## src/rtl/display_scan_ctrl.sv

```systemverilog
// Multiplexed 7-segment scan controller: walks a one-hot digit enable with a
// blanking gap before every digit, decoding a per-frame snapshot of the nibbles.
module display_scan_ctrl #(
    parameter int num_digits_p   = 4,
    parameter int on_cycles_p    = 1000,
    parameter int blank_cycles_p = 16
) (
    input  logic                        clk_i,
    input  logic                        rst_ni,
    input  logic                        en_i,
    input  logic [4*num_digits_p-1:0]   digits_i,
    input  logic [num_digits_p-1:0]     dp_i,
    output logic [num_digits_p-1:0]     dig_sel_o,
    output logic [6:0]                  seg_o,
    output logic                        dp_o,
    output logic                        frame_done_o,
    output logic                        busy_o
);

    localparam int MaxCycles = (on_cycles_p > blank_cycles_p) ? on_cycles_p : blank_cycles_p;
    localparam int CntW      = $clog2(MaxCycles + 1);
    localparam logic [CntW-1:0] OnLast    = CntW'(on_cycles_p - 1);
    localparam logic [CntW-1:0] BlankLast = CntW'(blank_cycles_p - 1);
    localparam logic [num_digits_p-1:0] RingFirst = num_digits_p'(1);

    typedef enum logic [1:0] {
        IDLE  = 2'd0,
        BLANK = 2'd1,
        ON    = 2'd2
    } state_e;

    state_e                      state_q, state_d;
    logic [num_digits_p-1:0]     ring_q, ring_d;
    logic [CntW-1:0]             cnt_q, cnt_d;
    logic [4*num_digits_p-1:0]   snap_digits_q, snap_digits_d;
    logic [num_digits_p-1:0]     snap_dp_q, snap_dp_d;
    logic                        frame_end_q, frame_end_d;

    logic [num_digits_p-1:0]     dig_sel_q, dig_sel_d;
    logic [6:0]                  seg_q, seg_d;
    logic                        dp_q, dp_d;
    logic                        frame_done_q;
    logic                        busy_q, busy_d;

    logic [3:0]                  lit_nibble;
    logic                        lit_dp;

    function automatic logic [6:0] hex_decode(input logic [3:0] nibble);
        logic [6:0] segs;
        case (nibble)
            4'h0: segs = 7'h3F;
            4'h1: segs = 7'h06;
            4'h2: segs = 7'h5B;
            4'h3: segs = 7'h4F;
            4'h4: segs = 7'h66;
            4'h5: segs = 7'h6D;
            4'h6: segs = 7'h7D;
            4'h7: segs = 7'h07;
            4'h8: segs = 7'h7F;
            4'h9: segs = 7'h6F;
            4'hA: segs = 7'h77;
            4'hB: segs = 7'h7C;
            4'hC: segs = 7'h39;
            4'hD: segs = 7'h5E;
            4'hE: segs = 7'h79;
            default: segs = 7'h71;
        endcase
        return segs;
    endfunction

    always_comb begin
        state_d       = state_q;
        ring_d        = ring_q;
        cnt_d         = cnt_q;
        snap_digits_d = snap_digits_q;
        snap_dp_d     = snap_dp_q;
        frame_end_d   = 1'b0;

        case (state_q)
            IDLE: begin
                if (en_i) begin
                    snap_digits_d = digits_i;
                    snap_dp_d     = dp_i;
                    ring_d        = RingFirst;
                    cnt_d         = '0;
                    state_d       = BLANK;
                end
            end
            BLANK: begin
                if (cnt_q == BlankLast) begin
                    cnt_d   = '0;
                    state_d = ON;
                end else begin
                    cnt_d = cnt_q + CntW'(1);
                end
            end
            ON: begin
                if (cnt_q == OnLast) begin
                    cnt_d = '0;
                    // Enable is only honoured at digit boundaries so a digit is never cut short.
                    if (!en_i) begin
                        ring_d  = '0;
                        state_d = IDLE;
                    end else if (ring_q[num_digits_p-1]) begin
                        snap_digits_d = digits_i;
                        snap_dp_d     = dp_i;
                        ring_d        = RingFirst;
                        state_d       = BLANK;
                    end else begin
                        ring_d  = {ring_q[num_digits_p-2:0], ring_q[num_digits_p-1]};
                        state_d = BLANK;
                    end
                    frame_end_d = ring_q[num_digits_p-1];
                end else begin
                    cnt_d = cnt_q + CntW'(1);
                end
            end
            default: begin
                ring_d  = '0;
                cnt_d   = '0;
                state_d = IDLE;
            end
        endcase
    end

    always_comb begin
        lit_nibble = 4'h0;
        lit_dp     = 1'b0;
        for (int k = 0; k < num_digits_p; k++) begin
            if (ring_q[k]) begin
                lit_nibble = snap_digits_q[4*k +: 4];
                lit_dp     = snap_dp_q[k];
            end
        end
    end

    // Pins follow the current state one cycle later; nothing drives them combinationally.
    always_comb begin
        dig_sel_d = '0;
        seg_d     = '0;
        dp_d      = 1'b0;
        busy_d    = (state_q != IDLE);
        if (state_q == ON) begin
            dig_sel_d = ring_q;
            seg_d     = hex_decode(lit_nibble);
            dp_d      = lit_dp;
        end
    end

    always_ff @(posedge clk_i or negedge rst_ni) begin
        if (!rst_ni) begin
            state_q       <= IDLE;
            ring_q        <= '0;
            cnt_q         <= '0;
            snap_digits_q <= '0;
            snap_dp_q     <= '0;
            frame_end_q   <= 1'b0;
            dig_sel_q     <= '0;
            seg_q         <= '0;
            dp_q          <= 1'b0;
            frame_done_q  <= 1'b0;
            busy_q        <= 1'b0;
        end else begin
            state_q       <= state_d;
            ring_q        <= ring_d;
            cnt_q         <= cnt_d;
            snap_digits_q <= snap_digits_d;
            snap_dp_q     <= snap_dp_d;
            frame_end_q   <= frame_end_d;
            dig_sel_q     <= dig_sel_d;
            seg_q         <= seg_d;
            dp_q          <= dp_d;
            frame_done_q  <= frame_end_q;
            busy_q        <= busy_d;
        end
    end

    assign dig_sel_o    = dig_sel_q;
    assign seg_o        = seg_q;
    assign dp_o         = dp_q;
    assign frame_done_o = frame_done_q;
    assign busy_o       = busy_q;

endmodule

```

## config.mk

```make
export PLATFORM = sky130hd
export DESIGN_NAME = display_scan_ctrl
export DESIGN_NICKNAME = d
export VERILOG_FILES = /design/src/rtl/display_scan_ctrl.sv
export SDC_FILE = /design/constraint.sdc
export NUM_CORES = 1
export LEC_CHECK = 0
export BUFFER_PORTS_ARGS = -buffer_cell sky130_fd_sc_hd__buf_2
export CAP_MARGIN = 20
export CELL_PAD_IN_SITES_DETAIL_PLACEMENT = 2
export CELL_PAD_IN_SITES_GLOBAL_PLACEMENT = 2
export CORE_MARGIN = 1.5
export CORE_UTILIZATION = 35
export DETAILED_ROUTE_END_ITERATION = 10
export GPL_ROUTABILITY_DRIVEN = 0
export HOLD_SLACK_MARGIN = 0.03
export PLACE_DENSITY_LB_ADDON = 0.1
export SETUP_SLACK_MARGIN = 0.1
export SLEW_MARGIN = 15
export SYNTH_ARGS = -nofsm -noshare
export SYNTH_HDL_FRONTEND = slang
export SYNTH_SLANG_ARGS = --single-unit
```

## constraint.sdc

```tcl
create_clock -name clk_i -period 5.83 [get_ports clk_i]
set_input_delay 1.166 -clock clk_i [delete_from_list [all_inputs] [get_ports clk_i]]
set_output_delay 1.166 -clock clk_i [all_outputs]
set_load 0.02 [all_outputs]
```

==> results.cfg <==
[outcome]
status = completed

[worst_setup_path]
crit_path_start_kind = register
timing_worst_setup_path_type = reg -> reg
r2r_setup_slack_ps = 3130
worstReg2RegStart = state_q[0]
cp-end-kind = register
critPathRequiredTime_ps = 6020
cp_max_fo = 20
rr_worst_depth = 6
cp.arrival_ps = 2890
r2r-end = snap_digits_q[3]

[placement]
hpwl_mm = 4.26
dp.cells = 349
dp_slack_ps = 3060
numPortBuffers = 36

[logic_synthesis]
postSynth.asyncResetShare_pct = 100
syn_inst = 224
yosysUniqueCellTypes = 50
syn_nets = 258
synth_edf_count = 0
yosysSeqAreaShare_pct = 49.8
ys_warn_count = 0
netlist_area_mm2 = 0.00256
syn_avg_cell_area_um2 = 11.4
synth_top_flop_cell = dfrtp_1
ys_seq_elements = 51

[detailed_routing]
antenna_left = 0
drt_pass1_iterations = 3
routed_wl_mm = 5.97
drt-vias-per-instance = 5.08
wl_per_cell_um = 16.7
post-route-drc-count = 0
num_vias = 1813
drt-initial-drc-count = 28

[hold_path]
hold_depth = 0
min_to = frame_done_o
min_path_type = reg -> reg
min-delay-start = frame_end_q

[clock_network]
numCtsBuffers = 5
clk_pin_slew_ps = 90
htree_levels = 2
clockBufferDepth = 2
postCtsHoldBufs = 0
clk_latency_ps = 310
cts_setup_buffers = 0
cts_tree = done
clockRootBuffer = clkbuf_8
post_cts_resized = 0
clock_sinks = 51

[die]
chipHeight_um = 88.6
fp.dieArea_mm2 = 0.00784
start_util_pct = 35.7
num_rows = 31
core_mm2 = 0.00718
die_w_um = 88.6
ioPinCount = 37

[global_routing]
antenna_found_initial = 0
grt_pass1_wl_mm = 9.94
first_global_vias = 1921
grt_overflow = 0
grt.total_usage_pct = 16.8
grt_max_degree = 52

[layout]
num_antenna_cells = 0
stdcell_count = 357
final_cell_mix = dfrtp_1, buf_2, mux2_1
final_common_cell = dfrtp_1
post-route-util_pct = 40.9
synthToLayoutAreaGrowth_pct = 14.4
num-nets-final = 291
drive_gt1_share_pct = 23.6

[timing]
final.setup.worst_slack_ps = 3130
setup_tns_ps = 0
finClkSkew_ps = 5.69
rsz0062_at_grt = false
fin_crit_sh_pct = 46.3
tightest_slew_ps = 878
period_minus_slack_ps = 2700
fmax_mhz = 370
hold_viol = 0
slew_viol_final = 0
setup_viol = 0
holdWs_ps = 362
max_slew_margin_pct = 41.3

[flow_run]
timing.max_cap.violations = 0

[pwr]
powerDensity_mw_per_mm2 = 215
worst_ir_drop_vdd_uv = 77.5
p_leak_nw = 1.40
## worst max-delay path by stage
| stage | to | cells after the start | startpoint | slack (ps) |
|---|---|---|---|---|
| after floorplan | cnt_q[9] | 6 | en_i | 3510 |
| after global placement | snap_digits_q[8] | 6 | cnt_q[0] | 3120 |
| after detailed placement | snap_digits_q[8] | 6 | state_q[0] | 3060 |
| after CTS | snap_digits_q[3] | 6 | state_q[0] | 3030 |
| after global routing | snap_digits_q[13] | 6 | state_q[0] | 2840 |
| final | snap_digits_q[3] | 6 | state_q[0] | 3130 |
## cells by family (layout without fill, tap and decap cells)
| logic type | Yosys count | count (layout) | share of synthesized area, % |
|---|---|---|---|
| AO/OA/AOI/OAI | 46 | 46 | 12.5 |
| XOR/XNOR | 6 | 6 | 2.05 |
| adder cells (fa/ha/maj) | 11 | 11 | 5.37 |
| buffers and inverters | 23 | 57 | 4.10 |
| flip-flops | 51 | 51 | 49.8 |
| multiplexers | 30 | 30 | 13.0 |
| AND/OR/NAND/NOR | 57 | 57 | 13.1 |
## state kept, by name, indices dropped and copies added, names as in the netlist
name           cells
snap_digits_q     16
cnt_q             10
seg_o              7
dig_sel_o          4
ring_q             4
snap_dp_q          4
state_q            2
busy_o             1
dp_o               1
frame_done_o       1
frame_end_q        1
## metal layers
metal,routed length [µm],global-route usage (%),up-vias
li1,-,-,861
met1,2700,21.4,923
met2,3050,29.3,24
met3,171,2.99,5
met4,54,4.69,0
met5,0,0,-
## cell usage after synthesis, types with 2 or more instances
| library cell | number | share of area, % |
|---|---|---|
| dfrtp_1 | 51 | 50 |
| mux2_1 | 20 | 8.8 |
| ha_1 | 11 | 5.4 |
| xnor2_1 | 4 | 1.4 |
| nand4_1 | 2 | 0.49 |
| nand2_1 | 13 | 1.9 |
| mux2i_1 | 4 | 1.6 |
| nand3_1 | 4 | 0.78 |
| nor4b_1 | 2 | 0.68 |
| or4_4 | 2 | 0.88 |
| a22oi_1 | 2 | 0.59 |
| or2_2 | 2 | 0.49 |
| inv_1 | 12 | 1.8 |
| buf_6 | 2 | 0.88 |
| mux2_2 | 6 | 2.6 |
| or3_1 | 2 | 0.49 |
| o22ai_1 | 4 | 0.98 |
| nand2b_1 | 3 | 0.73 |
| clkbuf_1 | 6 | 0.88 |
| nor3b_1 | 2 | 0.59 |
| a21oi_1 | 17 | 3.3 |
| o31ai_1 | 3 | 0.88 |
| xor2_1 | 2 | 0.68 |
| a221o_1 | 2 | 0.78 |
| nor2_1 | 4 | 0.59 |
| nor3_1 | 3 | 0.59 |
| nor2b_1 | 3 | 0.73 |
| nand3b_1 | 2 | 0.59 |
| and2_1 | 4 | 0.98 |
| a221oi_1 | 3 | 1.0 |
| o21ai_0 | 5 | 0.98 |
| buf_2 | 3 | 0.59 |
| and3_1 | 2 | 0.49 |
## critical path: stages (launching register included)
cell,delay [ps]
dfrtp_1,420
inv_1,100
ha_1,630
nand2_1,210
o22ai_1,160
nand2_1,530
mux2_1,530
## where the power goes
| group | leakage, nW | internal [W] | switching (W) |
|---|---|---|---|
| Sequential | 0.635 | 0.000353 | 0 |
| Combinational | 0.705 | 0.00000598 | 0.00000994 |
| Clock | 0.0612 | 0.000139 | 0.000122 |
| Total | 1.40 | 0.000499 | 0.000132 |
## metrics by stage
step	power (W)	cell area (µm²)
3_5_place_dp	0.000377	2810
5_1_grt	0.000656	2930
6_report	0.000630	2930
3_3_place_gp	0.000377	2810
4_1_cts	0.000637	2930
2_1_floorplan	0.000361	2560
## cell type report
class                      count  area (µm²)
fill                         788        4240
sequential                    51        1280
multi-input combinational    150        1180
timing repair buffer          37         188
tap                           99         124
clock buffer                   6        82.6
inverter                      12        45.0
clock inverter                 2        35.0
No activity file was read; power rests on OpenSTA's default activity.
